==> src/rtl/a2d_sched.sv <==
// Round-robin ADC128S conversion scheduler (left load, right load, battery) for the shared A2D SPI master.
// Optional macro A2D_FILT_EN: IIR-filter each reading as (3*old + new) >> 2, seeded by the first capture.
module a2d_sched #(
    parameter int         PERIOD  = 4096,
    parameter int         TIMEOUT = 1024,
    parameter logic [2:0] CH_LFT  = 3'd0,
    parameter logic [2:0] CH_RGHT = 3'd4,
    parameter logic [2:0] CH_BATT = 3'd5
) (
    input  logic        clk,
    input  logic        rst,
    input  logic        en,
    output logic        spi_wrt,
    output logic [15:0] spi_cmd,
    input  logic        spi_done,
    input  logic [15:0] spi_rd_data,
    output logic [11:0] lft_ld,
    output logic [11:0] rght_ld,
    output logic [11:0] batt,
    output logic        vld,
    output logic        err
);

    localparam int PW = $clog2(PERIOD);
    localparam int TW = $clog2(TIMEOUT);
    localparam logic [PW-1:0] PER_LAST = PW'(PERIOD - 1);
    localparam logic [TW-1:0] TO_LAST  = TW'(TIMEOUT - 1);

    typedef enum logic [1:0] {IDLE, SEND, WAIT, DONE} state_t;

    state_t           state;
    logic [1:0]       idx;
    logic [PW-1:0]    pcnt;
    logic [TW-1:0]    tcnt;
    logic             tick;
    logic [2:0][11:0] ld_q;
    logic [11:0]      rd_val;
    logic             cap_en;
    logic [1:0]       cap_ch;
    logic             unused_rd_hi;

    assign rd_val       = spi_rd_data[11:0];
    assign unused_rd_hi = ^spi_rd_data[15:12];
    assign tick         = en && (pcnt == PER_LAST);

    // The ADC returns the previous transaction's channel, so idx k fills slot k-1.
    assign cap_en = (state == WAIT) && spi_done && (idx != 2'd0);
    assign cap_ch = idx - 2'd1;

    assign lft_ld  = ld_q[0];
    assign rght_ld = ld_q[1];
    assign batt    = ld_q[2];

    function automatic logic [15:0] cmd_for(input logic [1:0] i);
        logic [2:0] ch;
        case (i)
            2'd0:    ch = CH_LFT;
            2'd1:    ch = CH_RGHT;
            default: ch = CH_BATT;
        endcase
        return {2'b00, ch, 11'h000};
    endfunction

    // NOTE: sequential state uses non-blocking assignments so every register
    // samples pre-edge values regardless of statement order.
    always_ff @(posedge clk or posedge rst) begin
        if (rst) begin
            pcnt <= '0;
        end else if (!en || tick) begin
            pcnt <= '0;
        end else begin
            pcnt <= pcnt + PW'(1);
        end
    end

    always_ff @(posedge clk or posedge rst) begin
        if (rst) begin
            state   <= IDLE;
            idx     <= '0;
            tcnt    <= '0;
            spi_wrt <= 1'b0;
            spi_cmd <= '0;
            vld     <= 1'b0;
            err     <= 1'b0;
        end else begin
            spi_wrt <= 1'b0;
            vld     <= 1'b0;
            case (state)
                IDLE: begin
                    if (tick) begin
                        idx     <= 2'd0;
                        spi_cmd <= cmd_for(2'd0);
                        spi_wrt <= 1'b1;
                        state   <= SEND;
                    end
                end
                SEND: begin
                    tcnt  <= '0;
                    state <= WAIT;
                end
                WAIT: begin
                    if (spi_done) begin
                        if (idx == 2'd3) begin
                            vld   <= 1'b1;
                            state <= DONE;
                        end else begin
                            idx     <= idx + 2'd1;
                            spi_cmd <= cmd_for(idx + 2'd1);
                            spi_wrt <= 1'b1;
                            state   <= SEND;
                        end
                    end else if (tcnt == TO_LAST) begin
                        err   <= 1'b1;
                        state <= IDLE;
                    end else begin
                        tcnt <= tcnt + TW'(1);
                    end
                end
                DONE:    state <= IDLE;
                default: state <= IDLE;
            endcase
        end
    end

`ifdef A2D_FILT_EN
    logic [2:0] seeded;

    function automatic logic [11:0] filt(input logic [11:0] old_v, input logic [11:0] new_v);
        logic [13:0] sum;
        sum = 14'(old_v) * 14'd3 + 14'(new_v);
        return sum[13:2];
    endfunction
`endif

    // NOTE: the reading registers are reset because the outputs must read 0
    // after rst; three words is cheap enough that a reset costs nothing.
    always_ff @(posedge clk or posedge rst) begin
        if (rst) begin
            ld_q <= '0;
`ifdef A2D_FILT_EN
            seeded <= '0;
`endif
        end else if (cap_en) begin
`ifdef A2D_FILT_EN
            ld_q[cap_ch]   <= seeded[cap_ch] ? filt(ld_q[cap_ch], rd_val) : rd_val;
            seeded[cap_ch] <= 1'b1;
`else
            ld_q[cap_ch] <= rd_val;
`endif
        end
    end

endmodule

==> config.mk <==
export PLATFORM = sky130hd
export DESIGN_NAME = a2d_sched
export DESIGN_NICKNAME = d
export VERILOG_FILES = /design/src/rtl/a2d_sched.sv
export SDC_FILE = /design/constraint.sdc
export NUM_CORES = 1
export LEC_CHECK = 0
export BUFFER_PORTS_ARGS = -buffer_cell sky130_fd_sc_hd__buf_4
export CORE_UTILIZATION = 52
export DETAILED_ROUTE_END_ITERATION = 8
export HOLD_SLACK_MARGIN = 0.08
export PLACE_DENSITY = 0.78
export REMOVE_ABC_BUFFERS = 1
export SYNTH_ARGS = -nofsm -noshare
export SYNTH_HDL_FRONTEND = slang
export SYNTH_SLANG_ARGS = --single-unit
==> constraint.sdc <==
create_clock -name clk -period 2.1 [get_ports clk]
set_input_delay 0.21 -clock clk [delete_from_list [all_inputs] [get_ports clk]]
set_output_delay 0.21 -clock clk [all_outputs]
set_load 0.03 [all_outputs]
Word level (Yosys, flattened, before mapping) --
Cells that the tools add are included.
Word-level totals: word-level logic and storage cells 74, register bits after elaboration 81, input port bits 20, output and inout bits 55
Operators by class: add/sub/neg operators 4, reductions and logical operators 15, magnitude comparators 2, eq/ne operators 13, bitwise gates (word level) 1, mux-type cells 28
Operators by type and width (count):
- $mux 16 | 3
- $bwmux 36 | 1
- $pmux 16 s2 | 1
- $demux 12 s2 | 1
- $mux 12 | 2
- $mux 10 | 2
- $pmux 10 s2 | 1
- $mux 2 | 7
- $add 12x1->12 const B | 1
- $eq 12x12->1 const B | 1
- $add 10x1->10 const B | 1
- $eq 10x10->1 const B | 1
- $ne 2x2->1 const B | 5
- $pmux 2 s4 | 1
- $eq 2x2->1 const B | 3
- $mux 1 | 6
- $pmux 3 s2 | 1
- $reduce_and 3->1 | 2
- $reduce_bool 2->1 | 3
- $eq 2x1->1 const B | 2
- $logic_and 1x1->1 | 4
- $logic_not 2->1 | 2
- $pmux 2 s2 | 1
- $reduce_and 4->1 | 1
- other kinds (10) | 10

Logic depth before layout (Yosys ltp) --
Gate-level depths: netlist (run 1).
depth in word-level cells 6, gate-level depth with buffers 6

Worst setup path after synthesis (run 1) --
OpenSTA, ideal clock, no wires.
path type reg2reg, from register pcnt[0], to register spi_cmd[13], clock period less this slack 1.638 ns, cell stages (with the launch flop) 6, arrival 1.510 ns, required time 1.972 ns, slack 0.462 ns, cells stage by stage dfrtp_1 ha_1 nand3_1 or4_4 a21oi_4 o22ai_1
Between the ends: word-level cells in the longest chain between the ends 4
RTL lines:
- from (decl) | RTL line 33 | logic [PW-1:0] pcnt;
- from (signal assigned) | RTL line 72 | pcnt <= pcnt + PW'(1);
- $eq 12x12->1 | RTL line 44 | assign tick = en && (pcnt == PER_LAST);
- $logic_and 1x1->1 | RTL line 44
- $ne 2x2->1 (no source line)
- $reduce_and 4->1 (no source line)
- to (signal assigned) | RTL line 92 | spi_cmd <= cmd_for(2'd0);
- to (signal assigned) | RTL line 108 | spi_cmd <= cmd_for(idx + 2'd1);
- to (decl) | RTL line 14 | output logic [15:0] spi_cmd,
No other way between the ends. A chain may end at the register's enable or synchronous reset.

==> impl_metrics.toml, run 1 <==
[placed_design]
dp.final_hpwl_um = 4071
port_buffers = 56
routabilityCongestion = 0.7980
placed_cells = 379
dpl_cell_area_sq_mm = 0.003552

[global_route]
grt_overflow_total = 0
grt_max_degree = 67
grt_pass1_vias = 2032
antenna_found_initial = 0
grt_usage_pct = 20.50
grt_pass1_wl_um = 9673

[detailed_routing]
vias = 2174
first_pass_iters = 6
drc_errors = 0
drt_iter0_markers = 94
wl_per_cell_um = 14.71
wl_um = 5824
postRouteAntennaNets = 0
routed_via_density = 5.490

[timing]
timing.final.crit_share_pct = 89.37
rsz0062_at_grt = "no"
fin_crit_ns = 1.877
hold_ws_ns = 0.1152
clock_skew_ns = 0.01057
max_freq_ghz = 0.5328
setup_viol = 0
report.final.slew_viol_count = 0
relSlewSlack_pct = 62.82
worst_pin_slew_ns = 0.5563
tns_ns = 0
hold_violations = 0

[synthesis]
synth.top_cell.area_share_pct = 53.44
synth_edf_count = 0
synth_top_flop_cell = "dfrtp_1"
synthesis.area_sq_mm = 0.003090
syn_inst = 255
synth-seq-cells = 66
avgSynthCellArea_sq_um = 12.12
synth_top_cell_by_area = "dfrtp_1"
yosysWarnings = 0
synth-async-reset-ratio_pct = 100.0
synth.distinct_cells = 51
ys_seq_area_share_pct = 53.44
ys_top_cells_by_area = "dfrtp_1, mux2_2, buf_4, ha_1, nand2_1"

[clocking]
clk_path_buf_depth = 2
clk_pin_slew_ns = 0.07
insertion_delay_ns = 0.34
clockRootBuffer = "clkbuf_8"
cts-buffers-inserted = 9
clkSinkCount = 66
cts_tree = "yes"
cts_max_level = 3

[worst_setup_path]
endpoint_kind = "flop"
regToRegSetupSlack_ns = 0.22
cp_slowest_cell = "dfrtp_1"
reg2regPathDepth = 5
critPathBufInv = 1
cp_cell_sequence = "inv_1 -> ha_1 -> nor3_2 -> nand2_1 -> mux2_2"
r2r-start = "spi_cmd[11]"
critical_path.max_fanout = 12
timing.rr.end = "lft_ld[9]"
worstPathRequired_ns = 2.32
worstPathArrival_ns = 2.09
path_class = "flop to flop"
crit_family = "simple AND/OR/NAND/NOR gates"
cpPeakStageDelay_ns = 0.43
crit_path_start_kind = "flop"

[layout]
final_core_util_pct = 66.82
multi_input_area_sq_mm = 0.001318
finish.instance_area_sq_mm = 0.003747
syn_to_final_growth_pct = 21.25
layout_commonest_cell = "dfrtp_1"
drive_gt1_share_pct = 36.11
diodes = 0
final_cell_mix = "dfrtp_1, buf_4, mux2_2, nand2_1, conb_1"
final_cells = 396
regArea_sq_mm = 0.001652
fill_cells = 444
nNetsFinal = 346

[worst_hold_path]
hp-start = "spi_rd_data[1]"
hold_end = "rght_ld[1]"
min_path_cells = 2
hp-class = "input port to flop"

[power]
ir_drop_v = 0.0008799
powerDensity_mw_per_mm2 = 1357
leakagePower_nw = 1.824

[floorplanning]
start_util_pct = 55.11
core_sq_mm = 0.005608
std_cell_rows = 27
die_h_um = 79.09
io_pins = 75
dieArea_sq_mm = 0.006255
fp.dieW_um = 79.09

[run_status]
status = "complete, no violations"

[flow_run]
drv_cap = 0
-- metal layers --
metal	share of wire (%)	vias up	global-route usage (%)
met1	43	1088	26.56
met5	0	-	0
met2	51	55	32.16
met3	4.7	7	4.828
li1	-	1024	-
met4	1.3	0	10.36
-- sequential cells by signal, indices dropped and copies added, names as in the netlist, 2 cells and up --
register  count
batt         12
lft_ld       12
pcnt         12
rght_ld      12
tcnt         10
spi_cmd       2
state         2
-- worst max path at each step --
stage | slack, ns | to | cells after the start | startpoint
final | 0.22 | lft_ld[9] | 5 | spi_cmd[11]
after global routing | 0.04 | lft_ld[9] | 5 | spi_cmd[11]
after CTS | 0.19 | lft_ld[9] | 5 | spi_cmd[11]
after detailed placement | 0.20 | lft_ld[9] | 5 | spi_cmd[11]
after global placement | 0.24 | lft_ld[8] | 5 | spi_cmd[11]
after floorplan | 0.24 | batt[0] | 1 | rst
-- Yosys cell counts (all sizes together) (2+ instances only) --
master	instances
nand2	14
nor3	4
a311oi	2
dfrtp	66
xnor2	2
mux2i	3
and3	4
a31oi	2
and4	5
and2	4
buf	19
o21ai	6
xor2	6
mux2	36
ha	7
o211ai	3
clkbuf	2
or3	2
inv	8
a21boi	2
o22ai	2
nand3	7
a21oi	9
a2111oi	2
nor2	13
nand4	4
nand3b	3
nor3b	2
-- where the power goes --
part,total (mW),internal [mW],switching (mW)
logic,2.08,0.864,1.22
registers,1.99,1.69,0.301
clock network,1.02,0.547,0.470
total,5.09,3.10,1.99
-- per-stage QoR --
step / power, mW / setup WS, ns
6_report: 5.086 / 0.2232
4_1_cts: 5.132 / 0.1884
3_5_place_dp: 4.110 / 0.1986
5_1_grt: 5.359 / 0.04253
2_1_floorplan: 3.292 / 0.2352
3_3_place_gp: 4.042 / 0.2432
-- kinds of logic (layout without fill, tap and decap cells) --
family                   after synthesis  after routing  synth area share [%]
adder cells (fa/ha/maj)                7              7                 2.834
multiplexers                          39             39                 14.09
AO/OA/AOI/OAI                         37             37                 8.786
AND/OR/NAND/NOR                       68             68                 12.96
XOR/XNOR                               8              8                 2.267
other                                  1             14                0.1213
buffers and inverters                 29             85                 5.506
flip-flops                            66             66                 53.44
-- layout make-up --
type | instances | share of cell area, %
timing repair buffer | 61 | 12.62
inverter | 8 | 0.8013
multi-input combinational | 173 | 35.16
sequential | 66 | 44.07
tap | 72 | 2.404
clock inverter | 5 | 1.436
clock buffer | 11 | 3.506
-- what timing repair did --
item / CTS / global route
hold endpoints to repair: 66 / 0
setup endpoints to repair: 0 / 0
buffers inserted: 0 / 0
resized for setup: 0 / 0
hold buffers: 1 / 0
(Power assumes the default switching activity.)
==> run 2: changes to the inputs <==
--- a/config.mk
+++ b/config.mk
@@ -9,8 +9,10 @@
 export CORE_UTILIZATION = 52
 export DETAILED_ROUTE_END_ITERATION = 8
 export HOLD_SLACK_MARGIN = 0.08
+export MAX_ROUTING_LAYER = met4
 export PLACE_DENSITY = 0.78
 export REMOVE_ABC_BUFFERS = 1
+export SETUP_SLACK_MARGIN = 0.02
 export SYNTH_ARGS = -nofsm -noshare
 export SYNTH_HDL_FRONTEND = slang
 export SYNTH_SLANG_ARGS = --single-unit
==> run 2 against run 1 <==
  * Sequential power hardly changed
  * Die area stayed put
  * Routed wire length is 0.43% lower
  * Critical path depth stayed put
  * Clock power hardly changed
  * Fmax is 0.17% higher
  * Combinational power hardly changed
  * Register-to-register slack hardly changed
  * Final area stayed put
  * Final cell count stayed put
  * Setup slack better by 0.0032 ns
  * Utilization stayed put
==> impl_metrics.toml, run 2 (synthesis results as in run 1) <==
[run_status]
status = "complete, no violations"

[worst_setup_path]
critical_path.max_fanout = 12
path_class = "flop to flop"
cpPeakStageDelay_ns = 0.43
timing.rr.end = "lft_ld[9]"
endpoint_kind = "flop"
worstPathArrival_ns = 2.09
crit_family = "simple AND/OR/NAND/NOR gates"
regToRegSetupSlack_ns = 0.23
worstPathRequired_ns = 2.32
crit_path_start_kind = "flop"
cp_slowest_cell = "dfrtp_1"
cp_cell_sequence = "inv_1 -> ha_1 -> nor3_2 -> nand2_1 -> mux2_2"
reg2regPathDepth = 5
critPathBufInv = 1
path_depth = 5
r2r-start = "spi_cmd[11]"

[detailed_routing]
postRouteAntennaNets = 0
drc_errors = 0
vias = 2164
first_pass_iters = 4
wl_um = 5799
drt_iter0_markers = 109
wl_per_cell_um = 14.64
routed_via_density = 5.465

[flow_run]
drv_cap = 0

[placed_design]
placed_cells = 379
dpl_cell_area_sq_mm = 0.003552
port_buffers = 56
dp.final_hpwl_um = 4071
routabilityCongestion = 0.8095

[power]
leakagePower_nw = 1.824
ir_drop_v = 0.0008823
power_frac_clock_pct = 20.0
powerDensity_mw_per_mm2 = 1356
p_sw_mw = 1.985
intPower_mw = 3.097
sw_frac_of_total_pct = 39.06
comb_power_share_pct = 41.0
seq_power_share_pct = 39.1

[worst_hold_path]
min_path_cells = 2
hold_end = "lft_ld[8]"
hp-class = "input port to flop"
hp-start = "spi_rd_data[8]"

[floorplanning]
std_cell_rows = 27
dieArea_sq_mm = 0.006255
fp.dieW_um = 79.09
core_sq_mm = 0.005608
io_pins = 75
die_h_um = 79.09
start_util_pct = 55.11

[clocking]
clk_path_buf_depth = 2
clk_pin_slew_ns = 0.07
clockRootBuffer = "clkbuf_8"
cts_tree = "yes"
cts-buffers-inserted = 9
insertion_delay_ns = 0.34
cts_max_level = 3
cts_resized = 0
clkSinkCount = 66

[timing]
hold_violations = 0
clock_skew_ns = 0.009542
tns_ns = 0
rsz0062_at_grt = "no"
report.final.slew_viol_count = 0
setup_viol = 0
fin_crit_ns = 1.874
worst_pin_slew_ns = 0.5527
max_freq_ghz = 0.5337
relSlewSlack_pct = 63.06
timing.final.crit_share_pct = 89.22

[global_route]
antenna_found_initial = 0
grt_max_degree = 67
grt_usage_pct = 21.08
grt_pass1_wl_um = 9673
grt_pass1_vias = 2035
grt_overflow_total = 0

[layout]
final_cell_mix = "dfrtp_1, buf_4, mux2_2, nand2_1, conb_1"
finish.instance_area_sq_mm = 0.003747
fill_cells = 444
diodes = 0
final_cells = 396
nNetsFinal = 346
syn_to_final_growth_pct = 21.25
drive_gt1_share_pct = 36.11
layout_commonest_cell = "dfrtp_1"
run 2: how the worst max path moves through the flow:
| stage | from | endpoint | slack (ns) |
|---|---|---|---|
| after CTS | spi_cmd[11] | lft_ld[9] | 0.19 |
| after detailed placement | spi_cmd[11] | lft_ld[9] | 0.20 |
| final | spi_cmd[11] | lft_ld[9] | 0.23 |
| after global placement | spi_cmd[11] | lft_ld[8] | 0.24 |
| after global routing | spi_cmd[11] | lft_ld[9] | 0.04 |
| after floorplan | rst | batt[0] | 0.24 |
run 2: per-layer routing:
layer	share of wire, %	global-route usage, %	up-vias
met5	0	-	-
li1	-	-	1022
met1	44	26.56	1083
met2	50	32.16	50
met4	1.7	10.36	0
met3	4.7	4.828	9
run 2: power groups by stage:
stage                     Combinational (mW)  Sequential (mW)  Clock, mW
after floorplan                        0.629             2.66          0
after global placement                  2.06             1.98          0
after detailed placement                2.10             2.01          0
after CTS                               2.11             1.99       1.04
after global routing                    2.23             2.04       1.09
final                                   2.08             1.99       1.01
run 2: metrics by stage:
step           hold slack (ns)  setup slack [ns]  utilization, %  power, mW
4_1_cts                 0.1050            0.1884           66.82      5.132
6_report                0.1145            0.2263           66.82      5.082
3_3_place_gp            0.3166            0.2432           63.34      4.042
3_5_place_dp            0.3192            0.1986           63.34      4.110
2_1_floorplan           0.3386            0.2352               -      3.292
5_1_grt                 0.1037           0.04230           66.82      5.359
run 2: layout make-up:
class / count / area, sq um / area share, %
tap: 72 / 90.09 / 2.404
multi-input combinational: 173 / 1318 / 35.16
clock inverter: 5 / 53.80 / 1.436
inverter: 8 / 30.03 / 0.8013
sequential: 66 / 1652 / 44.07
clock buffer: 11 / 131.4 / 3.506
timing repair buffer: 61 / 473.0 / 12.62
run 2: timing repair:
| action | CTS | global route |
|---|---|---|
| buffers inserted | 0 | 0 |
| hold buffers | 1 | 0 |
| hold endpoints to repair | 66 | 0 |
| endpoints found under the setup margin | 0 | 0 |
==> run 3: changes to the inputs <==
--- a/config.mk
+++ b/config.mk
@@ -5,12 +5,14 @@
 export SDC_FILE = /design/constraint.sdc
 export NUM_CORES = 1
 export LEC_CHECK = 0
+export ABC_AREA = 1
 export BUFFER_PORTS_ARGS = -buffer_cell sky130_fd_sc_hd__buf_4
 export CORE_UTILIZATION = 52
 export DETAILED_ROUTE_END_ITERATION = 8
 export HOLD_SLACK_MARGIN = 0.08
 export MAX_ROUTING_LAYER = met4
-export PLACE_DENSITY = 0.78
+export PLACE_DENSITY = 0.77
+export RECOVER_POWER = 100
 export REMOVE_ABC_BUFFERS = 1
 export SETUP_SLACK_MARGIN = 0.02
 export SYNTH_ARGS = -nofsm -noshare
==> run 3 against run 2 <==
  * Sequential cell count unchanged
  * Clock skew up 0.0011 ns
  * First-iteration DRC count down 24%
  * Largest cell class unchanged
  * Fmax up 10%
==> impl_metrics.toml, run 3 <==
[clocking]
cts-buffers-inserted = 9
clockRootBuffer = "clkbuf_8"
clk_path_buf_depth = 2
cts_max_level = 3
clk_pin_slew_ns = 0.07
clkSinkCount = 66
insertion_delay_ns = 0.33
cts_setup_buffers = 0
cts_hold_buf = 1
cts_tree = "yes"
cts_resized = 0

[timing]
setup_viol = 0
hold_violations = 0
worst_pin_slew_ns = 0.7230
tns_ns = 0
clock_skew_ns = 0.01068
hold_ws_ns = 0.1447
fin_ws_ns = 0.3968
report.final.slew_viol_count = 0
timing.final.crit_share_pct = 81.10
relSlewSlack_pct = 51.75
rsz0062_at_grt = "no"
fin_crit_ns = 1.703
max_freq_ghz = 0.5871

[worst_setup_path]
crit_path_start_kind = "flop"
critical_path.max_fanout = 12
critPathBufInv = 0
reg2regPathDepth = 6
cpMostUsedCell = "nand2_1"
cpPeakStageDelay_ns = 0.43
worstPathRequired_ns = 2.29
cp_slowest_cell = "o21ai_2"
crit_family = "simple AND/OR/NAND/NOR gates"
worstPathArrival_ns = 1.90
path_depth = 6
path_class = "flop to flop"
endpoint_kind = "flop"
cp_cell_sequence = "ha_1 -> nand2_1 -> nor2_1 -> nand2_1 -> o21ai_2 -> nor3b_1"
regToRegSetupSlack_ns = 0.40

[floorplanning]
std_cell_rows = 28
fp.dieW_um = 81.97
io_pins = 75
die_h_um = 81.97
core_sq_mm = 0.006061
dieArea_sq_mm = 0.006719
start_util_pct = 54.87

[synthesis]
synth_top_family_by_area = "simple AND/OR/NAND/NOR gates"
synth_top_flop_cell = "dfrtp_1"
synthesis.area_sq_mm = 0.003326
ys_top_cells_by_area = "dfrtp_1, nand2_1, o21ai_2, nor2_1, inv_1"
synth_top_cell_by_area = "dfrtp_1"
synth_compound_area_share_pct = 11.96
avgSynthCellArea_sq_um = 9.111
syn_inst = 365
synth-seq-cells = 66
synth_edf_count = 0
synth.top_cell.area_share_pct = 49.66
yosys.area_share.simple_pct = 24.15
ys_seq_area_share_pct = 49.66
synth.distinct_cells = 31
yosysMostFrequentCell = "nand2_1"
yosysWarnings = 0
synth_fa_ha_area_share_pct = 2.634
synth-async-reset-ratio_pct = 100.0
muxShareOfSynthArea_pct = 0
ys_top_cells_by_count = "nand2_1, dfrtp_1, nor2_1"
synthXorXnorAreaFrac_pct = 1.317

[layout]
drive_gt1_share_pct = 11.89
syn_to_final_growth_pct = 9.368
diodes = 0
final_cell_mix = "nand2_1, dfrtp_1, nor2_1, clkbuf_1"
nNetsFinal = 452
layout_commonest_cell = "nand2_1"
final_cells = 504
fill_cells = 591

[worst_hold_path]
min_path_cells = 2
hp-class = "input port to flop"

[placed_design]
dp_slack_ns = 0.4764
placed_cells = 488
dp.final_hpwl_um = 4375
routabilityCongestion = 0.7611
port_buffers = 56

[detailed_routing]
drt_iter0_markers = 83
vias = 2445
routed_via_density = 4.851
wl_um = 6220
first_pass_iters = 4
drc_errors = 0
postRouteAntennaNets = 0
wl_per_cell_um = 12.34

[global_route]
grt_overflow_total = 0
grt_pass1_wl_um = 10030
grt_max_degree = 50
grt_usage_pct = 20.60
antenna_found_initial = 0
grt_pass1_vias = 2354

[power]
ir_drop_v = 0.0004675
leakagePower_nw = 1.792
powerDensity_mw_per_mm2 = 698.7

[flow_run]
drv_cap = 0

[run_status]
status = "complete, no violations"
==> run 3: kinds of logic after synthesis <==
family | count (synthesis)
AO/OA/AOI/OAI | 50
other | 1
flip-flops | 66
adder cells (fa/ha/maj) | 7
buffers and inverters | 62
XOR/XNOR | 5
AND/OR/NAND/NOR | 174
==> run 3: final cells by class <==
class	count	area, sq um	share of cell area (%)
clock buffers	10	137.6	3.784
inverters	40	152.6	4.197
flip-flops and latches	66	1652	45.41
well taps	75	93.84	2.580
clock inverters	5	78.83	2.167
multi-input cells	250	1226	33.71
repair buffers	58	296.5	8.153
==> run 3: power by group <==
part | switching, mW | internal [mW]
logic | 0.0804 | 0.0284
registers | 0.00298 | 1.28
clock network | 0.462 | 0.692
total | 0.546 | 2.00
==> run 3: through the flow <==
step	area (sq um)	total power, mW	utilization (%)
5_1_grt	3637	2.629	60.01
6_report	3637	2.541	60.01
3_5_place_dp	3724	1.421	61.44
3_3_place_gp	3724	1.419	61.44
4_1_cts	3950	2.580	65.17
2_1_floorplan	3189	1.378	-
==> run 3: path summary, 6_finish.rpt <==
| path | from | endpoint |
|---|---|---|
| min in group asynchronous | rst | pcnt[1] |
| setup / recovery | pcnt[0] | pcnt[2] |
| max in group asynchronous | rst | tcnt[6] |
| setup reg to reg | pcnt[0] | pcnt[2] |
| hold / removal | spi_done | err |
| hold reg to reg | pcnt[0] | pcnt[0] |
==> run 3: layer usage <==
| metal | track usage [%] | wire length (um) | up-vias |
|---|---|---|---|
| met5 | - | 0 | - |
| met4 | 7.193 | 55 | 0 |
| met3 | 5.778 | 235 | 6 |
| met2 | 34.79 | 3157 | 55 |
| met1 | 23.34 | 2772 | 1150 |
| li1 | - | - | 1234 |
